==> src/rtl/multicycle_sequencer.sv <==
// multicycle_sequencer: control FSM that steps the LEGv8 datapath through
// FETCH/DECODE/EXEC/MEM/WB, with a bounded data-memory wait and a HALT trap.
// Ports: CLK, resetl (sync, active-high), run, opcode[10:0], zero, mem_ready
//   in; pc_write, pc_sel, ir_write, reg2loc, alusrc, mem2reg, reg_write,
//   mem_read, mem_write, aluop[3:0], signop[1:0], state[2:0], halted out.
// Optional MCSEQ_PERF_EN adds cycle_count[31:0] and instr_count[31:0].
module multicycle_sequencer #(
    parameter int WAIT_MAX = 15
) (
    input  logic        CLK,
    input  logic        resetl,
    input  logic        run,
    input  logic [10:0] opcode,
    input  logic        zero,
    input  logic        mem_ready,
    output logic        pc_write,
    output logic        pc_sel,
    output logic        ir_write,
    output logic        reg2loc,
    output logic        alusrc,
    output logic        mem2reg,
    output logic        reg_write,
    output logic        mem_read,
    output logic        mem_write,
    output logic [3:0]  aluop,
    output logic [1:0]  signop,
    output logic [2:0]  state,
    output logic        halted
`ifdef MCSEQ_PERF_EN
    ,
    output logic [31:0] cycle_count,
    output logic [31:0] instr_count
`endif
);

    typedef enum logic [2:0] {
        FETCH  = 3'd0,
        DECODE = 3'd1,
        EXEC   = 3'd2,
        MEM    = 3'd3,
        WB     = 3'd4,
        HALT   = 3'd5
    } state_t;

    localparam logic [3:0] ALU_ADD  = 4'b0010;
    localparam logic [3:0] ALU_SUB  = 4'b0110;
    localparam logic [3:0] ALU_AND  = 4'b0000;
    localparam logic [3:0] ALU_ORR  = 4'b0001;
    localparam logic [3:0] ALU_PASS = 4'b0111;

    localparam logic [1:0] EXT_D  = 2'b00;
    localparam logic [1:0] EXT_B  = 2'b01;
    localparam logic [1:0] EXT_CB = 2'b10;
    localparam logic [1:0] EXT_MZ = 2'b11;

    // The counter is only 4 bits wide, so a larger limit behaves as 15.
    localparam int         WCLAMP = (WAIT_MAX > 15) ? 15 : WAIT_MAX;
    localparam logic [3:0] WMAX   = 4'(WCLAMP);

    state_t     st;
    logic [3:0] wait_cnt;

    logic is_ldur, is_stur, is_add, is_sub, is_and;
    logic is_orr, is_cbz, is_b, is_movz;
    logic       legal;
    logic       op_alusrc;
    logic [3:0] op_aluop;
    logic [1:0] op_signop;

    assign is_ldur = (opcode == 11'b11111000010);
    assign is_stur = (opcode == 11'b11111000000);
    assign is_add  = (opcode == 11'b10001011000);
    assign is_sub  = (opcode == 11'b11001011000);
    assign is_and  = (opcode == 11'b10001010000);
    assign is_orr  = (opcode == 11'b10101010000);
    assign is_cbz  = (opcode[10:3] == 8'b10110100);
    assign is_b    = (opcode[10:5] == 6'b000101);
    assign is_movz = (opcode[10:2] == 9'b110100101);

    always_comb begin
        legal     = 1'b1;
        op_alusrc = 1'b0;
        op_aluop  = ALU_AND;
        op_signop = EXT_D;
        unique case (1'b1)
            is_ldur, is_stur: begin
                op_alusrc = 1'b1;
                op_aluop  = ALU_ADD;
            end
            is_add: op_aluop = ALU_ADD;
            is_sub: op_aluop = ALU_SUB;
            is_and: op_aluop = ALU_AND;
            is_orr: op_aluop = ALU_ORR;
            is_cbz: begin
                op_aluop  = ALU_PASS;
                op_signop = EXT_CB;
            end
            is_b: op_signop = EXT_B;
            is_movz: begin
                op_alusrc = 1'b1;
                op_aluop  = ALU_PASS;
                op_signop = EXT_MZ;
            end
            default: legal = 1'b0;
        endcase
    end

    always_ff @(posedge CLK) begin
        if (resetl) begin
            st       <= FETCH;
            wait_cnt <= 4'd0;
            halted   <= 1'b0;
        end else begin
            unique case (st)
                FETCH: if (run) st <= DECODE;
                DECODE: begin
                    if (legal) begin
                        st <= EXEC;
                    end else begin
                        st     <= HALT;
                        halted <= 1'b1;
                    end
                end
                EXEC: begin
                    wait_cnt <= 4'd0;
                    if (is_ldur || is_stur) st <= MEM;
                    else if (is_b || is_cbz) st <= FETCH;
                    else st <= WB;
                end
                MEM: begin
                    // Completion is tested first so it wins at the limit.
                    if (mem_ready) begin
                        st <= is_ldur ? WB : FETCH;
                    end else if (wait_cnt >= WMAX) begin
                        st     <= HALT;
                        halted <= 1'b1;
                    end else if (wait_cnt != 4'hF) begin
                        wait_cnt <= wait_cnt + 4'd1;
                    end
                end
                WB: st <= FETCH;
                HALT: st <= HALT;
                default: begin
                    st     <= HALT;
                    halted <= 1'b1;
                end
            endcase
        end
    end

    assign state = st;

    always_comb begin
        pc_write  = 1'b0;
        pc_sel    = 1'b0;
        ir_write  = 1'b0;
        reg2loc   = 1'b0;
        alusrc    = 1'b0;
        mem2reg   = 1'b0;
        reg_write = 1'b0;
        mem_read  = 1'b0;
        mem_write = 1'b0;
        aluop     = 4'b0000;
        signop    = 2'b00;
        if (!resetl) begin
            unique case (st)
                FETCH: begin
                    ir_write = run;
                    pc_write = run;
                end
                DECODE: begin
                    reg2loc = is_stur | is_cbz;
                    signop  = op_signop;
                end
                EXEC: begin
                    alusrc = op_alusrc;
                    aluop  = op_aluop;
                    signop = op_signop;
                    if (is_b) begin
                        pc_write = 1'b1;
                        pc_sel   = 1'b1;
                    end
                    if (is_cbz) begin
                        pc_write = zero;
                        pc_sel   = 1'b1;
                    end
                end
                MEM: begin
                    mem_read  = is_ldur;
                    mem_write = is_stur;
                end
                WB: begin
                    reg_write = 1'b1;
                    mem2reg   = is_ldur;
                end
                default: ;
            endcase
        end
    end

`ifdef MCSEQ_PERF_EN
    // An instruction retires when control returns to FETCH from a
    // working state; a HALT exit never counts.
    logic retire;
    assign retire = (st == WB)
                 || (st == EXEC && (is_b || is_cbz))
                 || (st == MEM && mem_ready && is_stur);

    always_ff @(posedge CLK) begin
        if (resetl) begin
            cycle_count <= 32'd0;
            instr_count <= 32'd0;
        end else begin
            if (run) cycle_count <= cycle_count + 32'd1;
            if (retire) instr_count <= instr_count + 32'd1;
        end
    end
`endif

endmodule

==> config.mk <==
export PLATFORM = sky130hd
export DESIGN_NAME = multicycle_sequencer
export DESIGN_NICKNAME = d
export VERILOG_FILES = /design/src/rtl/multicycle_sequencer.sv
export SDC_FILE = /design/constraint.sdc
export NUM_CORES = 1
export LEC_CHECK = 0
export ABC_AREA = 0
export BUFFER_PORTS_ARGS = -buffer_cell sky130_fd_sc_hd__clkbuf_2
export CORE_MARGIN = 1
export CORE_UTILIZATION = 45
export DETAILED_ROUTE_END_ITERATION = 10
export PLACE_DENSITY = 0.9
export SLEW_MARGIN = 20
export SYNTH_ARGS = -nofsm -noshare
export SYNTH_HDL_FRONTEND = slang
export SYNTH_SLANG_ARGS = --single-unit
==> constraint.sdc <==
create_clock -name CLK -period 2.6 [get_ports CLK]
set_clock_uncertainty 0.2 [all_clocks]
set_input_delay 0.39 -clock CLK [delete_from_list [all_inputs] [get_ports CLK]]
set_output_delay 0.39 -clock CLK [all_outputs]
set_load 0.1 [all_outputs]
==> reports/summary.txt <==
Outcome -> finished clean
Primary FF master, synth -> dfxtp_1
Final GP Congestion -> 0.869
Async set-or-reset flop fraction in the synthesized netlist -> 0
Pre-CTS WS -> 74.9 ps
Critical R2R Launch -> state[1]$_SDFFE_PP0P_
Critical-path maximum fanout -> 4
Slew Limit Fails -> 0
Area share of the largest cell type after synthesis -> 0.215
Sequential Power Share -> 0.339
Worst Path Required -> 2010 ps
Most common cell after layout, fill and taps aside -> clkbuf_2
Worst flop-to-flop path endpoint -> state[2]$_SDFFE_PP0P_
Vias per cell -> 6.29
Final min period -> 2520 ps
Hold Crit Class -> flip-flop to flip-flop
Drt wl/cell -> 16.8 microns
Crit path DAT -> 1930 ps
Detailed Route Iter0 Violations -> 37
Setup TNS -> 0 ps
EDFF count, synth -> 0
Slew margin rel. -> 0.619
Syn Nets -> 121
Die W -> 42.6 microns
Fraction of layout cells with a size suffix above 1 -> 0.458
H-tree depth -> 1
Synth Instances -> 104
Seq/Total Area, Yosys -> 0.215
Antenna cells -> 0
Initial antenna violation count -> 0
CP endpoint -> mem_write
Area after DPL -> 1290 sq um
Synth-to-layout area growth -> 79.0%
Max Buffers Root-to-Sink -> 2
Worst Hold Depth -> 2
RSZ-0062 raised after global routing -> false
Fin Hold WS -> 278 ps
Worst Setup Start Kind -> input pin
TritonCTS clock tree -> yes
WL final -> 2.66 mm
Clock transition at path regs -> 50 ps
Clock Sinks -> 8
Worst-Margin Slew -> 569 ps
Max Freq -> 0.396 GHz
Power share of the combinational group -> 0.398
Critical Path Sink Type -> output pin
Post-route ant nets -> 0
Total number of vias -> 994
Power, Total -> 0.409 mW
Fin area -> 1330 sq um
Seq. cell area -> 166 sq um
Commonest cells after routing, fill and taps aside -> 21 x clkbuf_2, 12 x buf_12, 9 x nor2_1
Die Area -> 1820 sq um
Final hold viol count -> 0
Total global-route track usage -> 0.291
Post CTS Setup Buffer Count -> 0
Internal Pwr Total -> 0.225 mW
Critical path class -> input pin to output pin
Sw power -> 0.183 mW
Largest net degree at the start of global routing -> 20
Crit share post-route -> 0.970
Cell Area, Synth -> 743 sq um
Avg Cell Area, Syn -> 7.15 sq um
Post-DP HPWL -> 2.01 mm
Core area -> 1520 sq um
Setup ws final -> 77.7 ps
Critical path launch point -> opcode[2]
Detailed Routing Iterations Pass 1 -> 4
Worst vdd ir -> 0.000459 V
Flip-flop and latch count after synthesis -> 8
Clock root cell -> clkbuf_4
Largest cells by area after synthesis -> dfxtp_1 22%, a21oi_1 7.4%, nor2_1 6.1%
Die Y -> 42.6 microns
FF-to-FF setup slack -> 440 ps
Sw Share -> 0.449
Final nets -> 160
Total gr overflow -> 0
Initial Utilization -> 0.488
Clock Power Share -> 0.263
First-pass GRT wire length -> 4.06 mm
P_leak -> 0.505 nW
Clk Latency, worst-skew pair -> 270 ps
Yosys warnings -> 0
Row cnt -> 14
Largest area contributor in the netlist -> dfxtp_1
DR DRC count -> 0
Multi-input combinational cell area -> 712 sq um
Max-Cap Viols -> 0
Total CTS buffers -> 3
Worst Reg2Reg Path Length in Cells -> 4
Synth cell types -> 41
PwrDens -> 307 nW/um^2
Setup violators final -> 0
Filler cells -> 75
Io pins -> 35
Vias in the first global route -> 949
IO Port Bufs -> 33
==> registers in the layout, indices dropped and copies added, names as in the netlist <==
| signal | count |
|---|---|
| halted | 1 |
| state | 3 |
| wait_cnt | 4 |
==> metal layers <==
metal	part of all wire	global-route usage
met3	0.057	0.0388
met5	0	0
met1	0.38	0.337
met2	0.55	0.500
met4	0.015	0.169
==> stage by stage <==
step                utilization  cells
CTS                       0.865    158
global route              0.873    158
floorplan                     -    104
finish                    0.873    158
global placement          0.847    154
detailed placement        0.847    154
==> worst min-delay path by stage <==
stage / startpoint / to / slack, ps
2_1_floorplan: wait_cnt[1]$_SDFFE_PP0P_ / wait_cnt[1]$_SDFFE_PP0P_ / 250
3_3_place_gp: halted$_SDFFE_PP0P_ / halted$_SDFFE_PP0P_ / 250
3_5_place_dp: halted$_SDFFE_PP0P_ / halted$_SDFFE_PP0P_ / 260
4_1_cts: halted$_SDFFE_PP0P_ / halted$_SDFFE_PP0P_ / 280
5_1_grt: wait_cnt[1]$_SDFFE_PP0P_ / wait_cnt[1]$_SDFFE_PP0P_ / 310
6_report: halted$_SDFFE_PP0P_ / halted$_SDFFE_PP0P_ / 280
==> power groups by stage <==
stage	sequential, mW	combinational [mW]	clock (mW)
CTS	0.138	0.160	0.112
global route	0.139	0.169	0.118
finish	0.139	0.163	0.107
floorplan	0.181	0.0789	0
global placement	0.140	0.155	0
detailed placement	0.141	0.160	0
==> logic make-up after synthesis <==
| group | share of synthesized area |
|---|---|
| simple gates | 0.458 |
| compound gates | 0.229 |
| buf+inv | 0.0505 |
| flops | 0.215 |
| fa+ha+maj | 0.0168 |
| other cells | 0.00505 |
| xor+xnor | 0.0118 |
| mux | 0.0135 |
==> layout make-up <==
class,instances,share of cell area
inverter,4,0.0113
timing repair buffer,39,0.294
clock buffer,4,0.0198
sequential,8,0.125
multi-input combinational,87,0.535
tap,16,0.0151
==> critical path: stages <==
cell and delay [ps]:
clkbuf_2 100, or3b_1 430, or4_4 570, nor4_4 230, buf_12 220
==> cell usage after synthesis (all sizes together) (2+ instances only) <==
library cell	instances
inv	4
or4	2
nand2b	5
a21oi	11
a21o	2
nand3b	2
nor4	5
clkbuf	4
or3b	2
nor4b	2
nor3b	2
nand2	6
nor3	7
o21ai	4
nor2	12
dfxtp	8
or3	2
nand4b	2
or4b	2
o31ai	2
==> repair_timing <==
action | 4_1_cts | 5_1_grt
endpoints found under the hold margin | 0 | 0
endpoints found under the setup margin | 0 | 2
hold buffers | 0 | 0
resized for setup | 0 | 2
Power figures use the tool's default switching activity.
